$ cat src/rtl/uart_rx_frontend.sv
// UART receiver front end: RX synchronizer, start/data/stop/break FSM and a receive buffer.
// Define UART_RX_FIFO_EN for a FIFO_DEPTH-entry FIFO; otherwise a single holding register.
//
// state   | meaning
// --------+-------------------------------------------------------------
// S_IDLE  | line idle, waiting for a falling edge on rxs
// S_START | half-bit wait, then re-check the start bit (false-start filter)
// S_DATA  | sample 8 data bits LSB first, one per bit period
// S_STOP  | sample the stop bit; good stop pushes the byte
// S_BREAK | stop bit was low; wait for the line to return high
module uart_rx_frontend #(
    parameter int CLKS_PER_BIT = 868,
    parameter int FIFO_DEPTH   = 4
) (
    input  logic       CLK,
    input  logic       RESET,
    input  logic       RX,
    output logic [7:0] DATA,
    output logic       VALID,
    input  logic       READY,
    output logic       FRAME_ERR,
    output logic       OVERRUN,
    output logic       BUSY
);

    typedef enum logic [2:0] {S_IDLE, S_START, S_DATA, S_STOP, S_BREAK} state_t;

    localparam logic [15:0] HALF_BIT = 16'(CLKS_PER_BIT / 2 - 1);
    localparam logic [15:0] FULL_BIT = 16'(CLKS_PER_BIT - 1);

    logic        rx_meta_q, rxs_q;
    state_t      state_q, state_d;
    logic [15:0] timer_q, timer_d;
    logic [2:0]  idx_q, idx_d;
    logic [7:0]  shift_q, shift_d;
    logic        frame_err_q, frame_err_d;
    logic        overrun_q, overrun_d;
    logic        push;
    logic        tc;

    always_ff @(posedge CLK) begin
        if (RESET) begin
            rx_meta_q   <= 1'b1;
            rxs_q       <= 1'b1;
            state_q     <= S_IDLE;
            timer_q     <= '0;
            idx_q       <= '0;
            shift_q     <= '0;
            frame_err_q <= 1'b0;
        end else begin
            rx_meta_q   <= RX;
            rxs_q       <= rx_meta_q;
            state_q     <= state_d;
            timer_q     <= timer_d;
            idx_q       <= idx_d;
            shift_q     <= shift_d;
            frame_err_q <= frame_err_d;
        end
    end

    assign tc = (timer_q == 16'd0);

    always_comb begin
        state_d     = state_q;
        timer_d     = timer_q;
        idx_d       = idx_q;
        shift_d     = shift_q;
        push        = 1'b0;
        frame_err_d = 1'b0;
        case (state_q)
            S_IDLE: begin
                if (!rxs_q) begin
                    state_d = S_START;
                    timer_d = HALF_BIT;
                end
            end
            S_START: begin
                if (!tc) begin
                    timer_d = timer_q - 16'd1;
                end else if (!rxs_q) begin
                    state_d = S_DATA;
                    timer_d = FULL_BIT;
                    idx_d   = 3'd0;
                end else begin
                    state_d = S_IDLE;
                end
            end
            S_DATA: begin
                if (!tc) begin
                    timer_d = timer_q - 16'd1;
                end else begin
                    shift_d[idx_q] = rxs_q;
                    timer_d        = FULL_BIT;
                    if (idx_q == 3'd7) state_d = S_STOP;
                    else               idx_d   = idx_q + 3'd1;
                end
            end
            S_STOP: begin
                if (!tc) begin
                    timer_d = timer_q - 16'd1;
                end else if (rxs_q) begin
                    push    = 1'b1;
                    state_d = S_IDLE;
                end else begin
                    frame_err_d = 1'b1;
                    state_d     = S_BREAK;
                end
            end
            S_BREAK: begin
                if (rxs_q) state_d = S_IDLE;
            end
            default: state_d = S_IDLE;
        endcase
    end

    always_comb begin
        BUSY      = (state_q != S_IDLE);
        FRAME_ERR = frame_err_q;
        OVERRUN   = overrun_q;
    end

`ifdef UART_RX_FIFO_EN
    localparam int AW = $clog2(FIFO_DEPTH);
    localparam int CW = AW + 1;
    localparam logic [CW-1:0] DEPTH_C = CW'(FIFO_DEPTH);

    logic [7:0]    mem_q [FIFO_DEPTH];
    logic [7:0]    mem_d [FIFO_DEPTH];
    logic [AW-1:0] wr_q, wr_d, rd_q, rd_d;
    logic [CW-1:0] cnt_q, cnt_d;
    logic          empty, full, pop, push_ok;

    assign empty   = (cnt_q == '0);
    assign full    = (cnt_q == DEPTH_C);
    assign pop     = !empty && READY;
    // A pop in the same cycle frees the slot the push needs.
    assign push_ok = push && (!full || pop);

    always_comb begin
        mem_d     = mem_q;
        wr_d      = wr_q;
        rd_d      = rd_q;
        cnt_d     = cnt_q;
        overrun_d = push && full && !pop;
        if (push_ok) begin
            mem_d[wr_q] = shift_q;
            wr_d        = wr_q + AW'(1);
        end
        if (pop) rd_d = rd_q + AW'(1);
        if (push_ok && !pop)      cnt_d = cnt_q + CW'(1);
        else if (!push_ok && pop) cnt_d = cnt_q - CW'(1);
    end

    always_ff @(posedge CLK) begin
        mem_q <= mem_d;
    end

    always_ff @(posedge CLK) begin
        if (RESET) begin
            wr_q      <= '0;
            rd_q      <= '0;
            cnt_q     <= '0;
            overrun_q <= 1'b0;
        end else begin
            wr_q      <= wr_d;
            rd_q      <= rd_d;
            cnt_q     <= cnt_d;
            overrun_q <= overrun_d;
        end
    end

    assign VALID = !empty;
    assign DATA  = empty ? 8'h00 : mem_q[rd_q];
`else
    logic [7:0] hold_q, hold_d;
    logic       full_q, full_d;
    logic       pop;

    assign pop = full_q && READY;

    always_comb begin
        hold_d    = hold_q;
        full_d    = full_q;
        overrun_d = 1'b0;
        if (push && (!full_q || pop)) begin
            hold_d = shift_q;
            full_d = 1'b1;
        end else if (push) begin
            overrun_d = 1'b1;
        end else if (pop) begin
            full_d = 1'b0;
        end
    end

    always_ff @(posedge CLK) begin
        if (RESET) begin
            hold_q    <= '0;
            full_q    <= 1'b0;
            overrun_q <= 1'b0;
        end else begin
            hold_q    <= hold_d;
            full_q    <= full_d;
            overrun_q <= overrun_d;
        end
    end

    assign VALID = full_q;
    assign DATA  = full_q ? hold_q : 8'h00;
`endif

endmodule
$ cat config.mk
export PLATFORM = sky130hd
export DESIGN_NAME = uart_rx_frontend
export DESIGN_NICKNAME = d
export VERILOG_FILES = /design/src/rtl/uart_rx_frontend.sv
export SDC_FILE = /design/constraint.sdc
export NUM_CORES = 1
export LEC_CHECK = 0
export ABC_AREA = 0
export CORE_MARGIN = 5
export CORE_UTILIZATION = 55
export CTS_CLUSTER_SIZE = 40
export DETAILED_ROUTE_END_ITERATION = 12
export PLACE_DENSITY_LB_ADDON = 0.3
export REMOVE_ABC_BUFFERS = 1
export SYNTH_ARGS = -nofsm -noshare
export SYNTH_HDL_FRONTEND = slang
export SYNTH_SLANG_ARGS = --single-unit
export TNS_END_PERCENT = 1
$ cat constraint.sdc
create_clock -name CLK -period 7.05 [get_ports CLK]
set_input_delay 1.7625 -clock CLK [delete_from_list [all_inputs] [get_ports CLK]]
set_output_delay 1.7625 -clock CLK [all_outputs]
set_load 0.005 [all_outputs]
== Word-level counts from Yosys, hierarchy flattened ==
Index checks and enable logic that the tools add are counted.

* Add/sub/neg operators: 2
* Magnitude comparators: 2
* Equality and inequality tests: 16
* Muxes and demuxes: 32
* Bitwise logic cells: 2
* Reduce and logical (&&, ||, !) cells: 18

{| class="wikitable"
|+ Operators by type and width
! operator !! number
|-
| two-way mux 16 bit || 5
|-
| one-hot mux 16 bit (4 select lines) || 1
|-
| two-way mux 3 bit || 11
|-
| inequality test 2 bit (second input constant) || 9
|-
| logical NOT 16 bit || 1
|-
| subtractor 16 x 1 -> 16 bit (second input constant) || 1
|-
| one-hot mux 3 bit (5 select lines) || 1
|-
| two-way mux 1 bit || 9
|-
| bitwise mux 8 bit || 1
|-
| two-way mux 8 bit || 1
|-
| equality test 3 x 2 -> 1 bit (second input constant) || 2
|-
| equality test 3 bit (second input constant) || 2
|-
| one-hot mux 3 bit (2 select lines) || 1
|-
| AND reduction 6 bit || 1
|-
| AND reduction 5 bit || 1
|-
| less-than comparator 3 x 4 -> 1 bit (second input constant) || 1
|-
| AND reduction 2 bit || 2
|-
| AND reduction 4 bit || 1
|-
| nonzero test 2 bit || 2
|-
| nonzero test 4 bit || 1
|-
| adder 3 x 1 -> 3 bit (second input constant) || 1
|-
| demux 1 bit (select 3 bit) || 1
|-
| equality test 3 x 1 -> 1 bit (second input constant) || 1
|-
| greater-or-equal comparator 3 x 1 -> 1 bit (second input constant) || 1
|-
| other kinds (11) || 14
|}

* Register bits: 43
* Input bits: 4
* Output and inout bits: 12
* Word-level logic and storage cells: 82

== Longest topological paths before layout ==
* Depth after elaboration: 6
* Gate-level depth with buffers: 8
* Gate-level depth less buffers: 6

== Least setup slack after synthesis ==
OpenSTA, ideal clock, no wires.

* Kind: input-to-reg
* From: input READY
* To: register hold_q[0]
* Setup time: 128 ps
* Data arrival time: 2563 ps
* Required time: 6922 ps
* Slack: 4359 ps
* Stages: 5
* Path buffers: 1
* Cells stage by stage: nand2b_1 -> nor4b_1 -> buf_2 -> mux2i_1 -> nor2_1

* Cells in the longest elaborated chain, start to end: 3

{| class="wikitable"
|+ RTL lines
! what !! RTL line !! RTL
|-
| start: declaration || 20 || <nowiki>input logic READY,</nowiki>
|-
| logical AND 1 bit || 179 || <nowiki>assign pop = full_q && READY;</nowiki>
|-
| logical OR 1 bit || 185 || <nowiki>if (push && (!full_q || pop)) begin</nowiki>
|-
| logical AND 1 bit || 185 ||
|-
| end signal: assignment || 201 || <nowiki>hold_q <= hold_d;</nowiki>
|-
| end: declaration || 175 || <nowiki>logic [7:0] hold_q, hold_d;</nowiki>
|}

Every way passes these cells.
A chain may end at the register's enable or synchronous reset.

== Worst setup path in the final report ==
* From: register state_q[0]
* To: output BUSY

* Cells in the longest elaborated chain, start to end: 1

{| class="wikitable"
|+ RTL lines
! what !! RTL line !! RTL
|-
| start: declaration || 32 || <nowiki>state_t state_q, state_d;</nowiki>
|-
| start signal: assignment || 53 || <nowiki>state_q <= state_d;</nowiki>
|-
| nonzero test 3 bit || 117 || <nowiki>BUSY = (state_q != S_IDLE);</nowiki>
|-
| end: declaration || 23 || <nowiki>output logic BUSY</nowiki>
|}

Every way passes these cells.

==> results.py <==
metrics = {
    "run_status": {
        "status": "completed",
    },
    "setup_path": {
        "slowest_delay_ns": 0.65,
        "worstSetupEndpointType": "output port",
        "worstPathMaxFanout": 18,
        "path_class": "reg2out",
        "cp_slowest_cell": "dfxtp_1",
        "r2r_end": "hold_q[5]",
        "cp.arrival_ns": 1.77,
        "crit_path_start_kind": "flip-flop",
        "ff2ff_path_depth": 5,
        "r2r_start": "timer_q[7]",
        "critical_path.cell_chain": "nor2_1 -> nand2_1 -> clkdlybuf4s50_1",
        "path_delay_family": "flip-flops",
        "r2r_slack_ns": 4.05,
        "required_ns": 5.29,
        "path_buf_inv": 1,
    },
    "drt": {
        "drtAntennaViolNets": 0,
        "via_per_inst": 6.10,
        "dr_total_vias": 1896,
        "avgRoutedWirePerCell_um": 15.3,
        "drcViolationCount": 0,
        "dr.first_iter.drc_count": 153,
        "firstDrtPassIters": 5,
        "route.final.wire_length_um": 4750,
    },
    "pwr": {
        "p_clk_frac": 0.268,
        "ir_worst_vdd_mv": 0.129,
        "comb_power_share": 0.259,
        "p_int_uw": 368,
        "switching_share": 0.344,
        "seqPwrFrac": 0.473,
        "leakagePower_uw": 0.000881,
        "p_per_area_mw_per_mm2": 229,
        "p_switching_uw": 193,
    },
    "synthesis": {
        "synth.avg_cell_area_um2": 8.68,
        "yosys_warnings": 0,
        "synth_area_mm2": 0.00222,
        "synthFlopType": "dfxtp_1",
        "ys_ff_latch": 43,
        "synthArstFlopShare": 0,
        "syn_inst": 256,
        "yosys.area.top_type_share": 0.388,
        "yosysSeqAreaShare": 0.388,
        "ys_top_cells_by_area": "dfxtp_1 39%, mux2i_1 8.1%, nor2_1 4.9%",
        "synth_edf_count": 0,
        "synth_largest_area_cell": "dfxtp_1",
        "synth_cell_types": 52,
    },
    "floorplan": {
        "ios": 16,
        "start_util": 0.559,
        "fp.dieH_um": 73.5,
        "fp.dieW_um": 73.5,
        "row_count": 23,
        "dieArea_mm2": 0.00541,
        "core_mm2": 0.00397,
    },
    "clocking": {
        "cts_buffers": 5,
        "root_buffer": "clkbuf_8",
        "cts.clk_slew.worst_paths_ns": 0.08,
        "h-tree-depth": 2,
        "cts_sinks": 43,
        "cts.hold.buffers_added": 0,
        "clk_latency_ns": 0.30,
        "clockBufferDepth": 2,
        "cts_tree": "yes",
        "cts_setup_buffers": 0,
        "ctsResizeCount": 0,
    },
    "timing": {
        "fmax_mhz": 283,
        "post-route-period-util": 0.501,
        "slew_viol_final": 0,
        "setup_ws_ns": 3.52,
        "slew-limit-headroom": 0.232,
        "setup_viol": 0,
        "period_minus_slack_ns": 3.53,
        "hold_viol": 0,
        "max_slew.worst_pin.slew_ns": 1.15,
        "clock_skew_ns": 0.00768,
        "finalSetupTns_ns": 0,
        "rsz0062_at_grt": "no",
    },
    "placed_design": {
        "place.gp.congestion": 0.835,
        "post-place-ws_ns": 3.26,
        "dpl.hpwl_um": 3200,
        "io_buffers": 15,
    },
    "finish": {
        "drive_gt1_frac": 0.0805,
        "area_growth_pct": 10.3,
        "nFillCells": 354,
        "layout_common_cells": "43 x dfxtp_1, 29 x nor2_1, 18 x mux2i_1",
        "final_common_cell": "dfxtp_1",
        "nNetsFinal": 268,
        "antenna_cells": 0,
    },
    "worst_hold_path": {
        "worstHoldStart": "rx_meta_q",
        "hold_depth": 1,
        "hold_class": "reg2reg",
        "min_to": "rxs_q",
    },
    "global_route": {
        "grtUsageTotal": 0.190,
        "antenna_found_initial": 0,
        "grt_pass1_wl_um": 8020,
        "grt.overflow.total": 0,
        "grt_pass1_vias": 1689,
        "grt_max_degree": 39,
    },
    "job": {
        "drv_cap": 0,
    },
}
==> per-stage QoR <==
| step | hold slack [ns] | power [uW] | instances | area (um2) | utilization |
|---|---|---|---|---|---|
| after CTS | 0.439 | 564 | 311 | 2450 | 0.617 |
| after detailed placement | 0.427 | 413 | 303 | 2370 | 0.596 |
| final | 0.430 | 562 | 311 | 2450 | 0.617 |
| after global routing | 0.446 | 594 | 311 | 2450 | 0.617 |
| after global placement | 0.392 | 412 | 303 | 2370 | 0.596 |
| after floorplan | 0.389 | 373 | 236 | 2130 | - |
==> cells in the mapped netlist, types with 7 or more instances <==
cell type	count
inv_1	10
clkbuf_1	16
dfxtp_1	43
o31ai_1	7
nand3_1	7
or3_1	7
nand2_1	9
a21oi_1	9
mux2i_1	18
nor4_1	7
nor2_1	29
and2_1	9
a221oi_1	8
o21ai_0	9
==> worst max path at each step <==
stage | startpoint | endpoint | slack, ns | depth (start not counted)
floorplan | READY | hold_q[0] | 3.45 | 4
global placement | READY | hold_q[2] | 3.33 | 5
detailed placement | READY | hold_q[5] | 3.26 | 5
CTS | state_q[0] | BUSY | 3.52 | 3
global route | state_q[2] | BUSY | 3.43 | 3
finish | state_q[0] | BUSY | 3.52 | 3
==> final cells by class <==
cell class	instances	area, um2	area share
clock inverters	3	15.0	0.00613
repair buffers	17	165	0.0674
well taps	50	62.6	0.0255
inverters	10	37.5	0.0153
flip-flops and latches	43	861	0.351
clock buffers	5	68.8	0.0281
multi-input cells	183	1240	0.506
==> worst register-to-register path, stage by stage, from the launching register on <==
cell,delay [ns]
dfxtp_1,0.37
or4_4,0.58
nand2b_1,0.47
nor4b_2,1.11
mux2i_1,0.29
nor2_1,0.06
==> registers in the layout, summed over array words and instances, names as in the netlist <==
| name | count |
|---|---|
| shift_q | 8 |
| rxs_q | 1 |
| state_q | 3 |
| timer_q | 16 |
| OVERRUN | 1 |
| idx_q | 3 |
| VALID | 1 |
| FRAME_ERR | 1 |
| rx_meta_q | 1 |
| hold_q | 8 |
==> kinds of logic after synthesis <==
kind of cell               synth area share
DFF                                   0.388
and+or+nand+nor                       0.265
adders and majority gates            0.0225
AOI/OAI and AO/OA                     0.187
muxes                                0.0811
buffers and inverters                0.0569
==> layer usage <==
| metal | global-route usage | up-vias | routed length (um) |
|---|---|---|---|
| li1 | - | 961 | - |
| met1 | 0.275 | 877 | 2270 |
| met2 | 0.270 | 54 | 2140 |
| met3 | 0.0575 | 4 | 310 |
| met4 | 0.0584 | 0 | 34 |
| met5 | 0 | - | 0 |
==> power groups by stage <==
stage / Sequential (uW) / Combinational, uW / Clock [uW]
finish: 266 / 146 / 150
global route: 267 / 161 / 166
CTS: 265 / 144 / 155
detailed placement: 271 / 143 / 0
global placement: 271 / 141 / 0
floorplan: 267 / 105 / 0
Power figures use the tool's default switching activity.
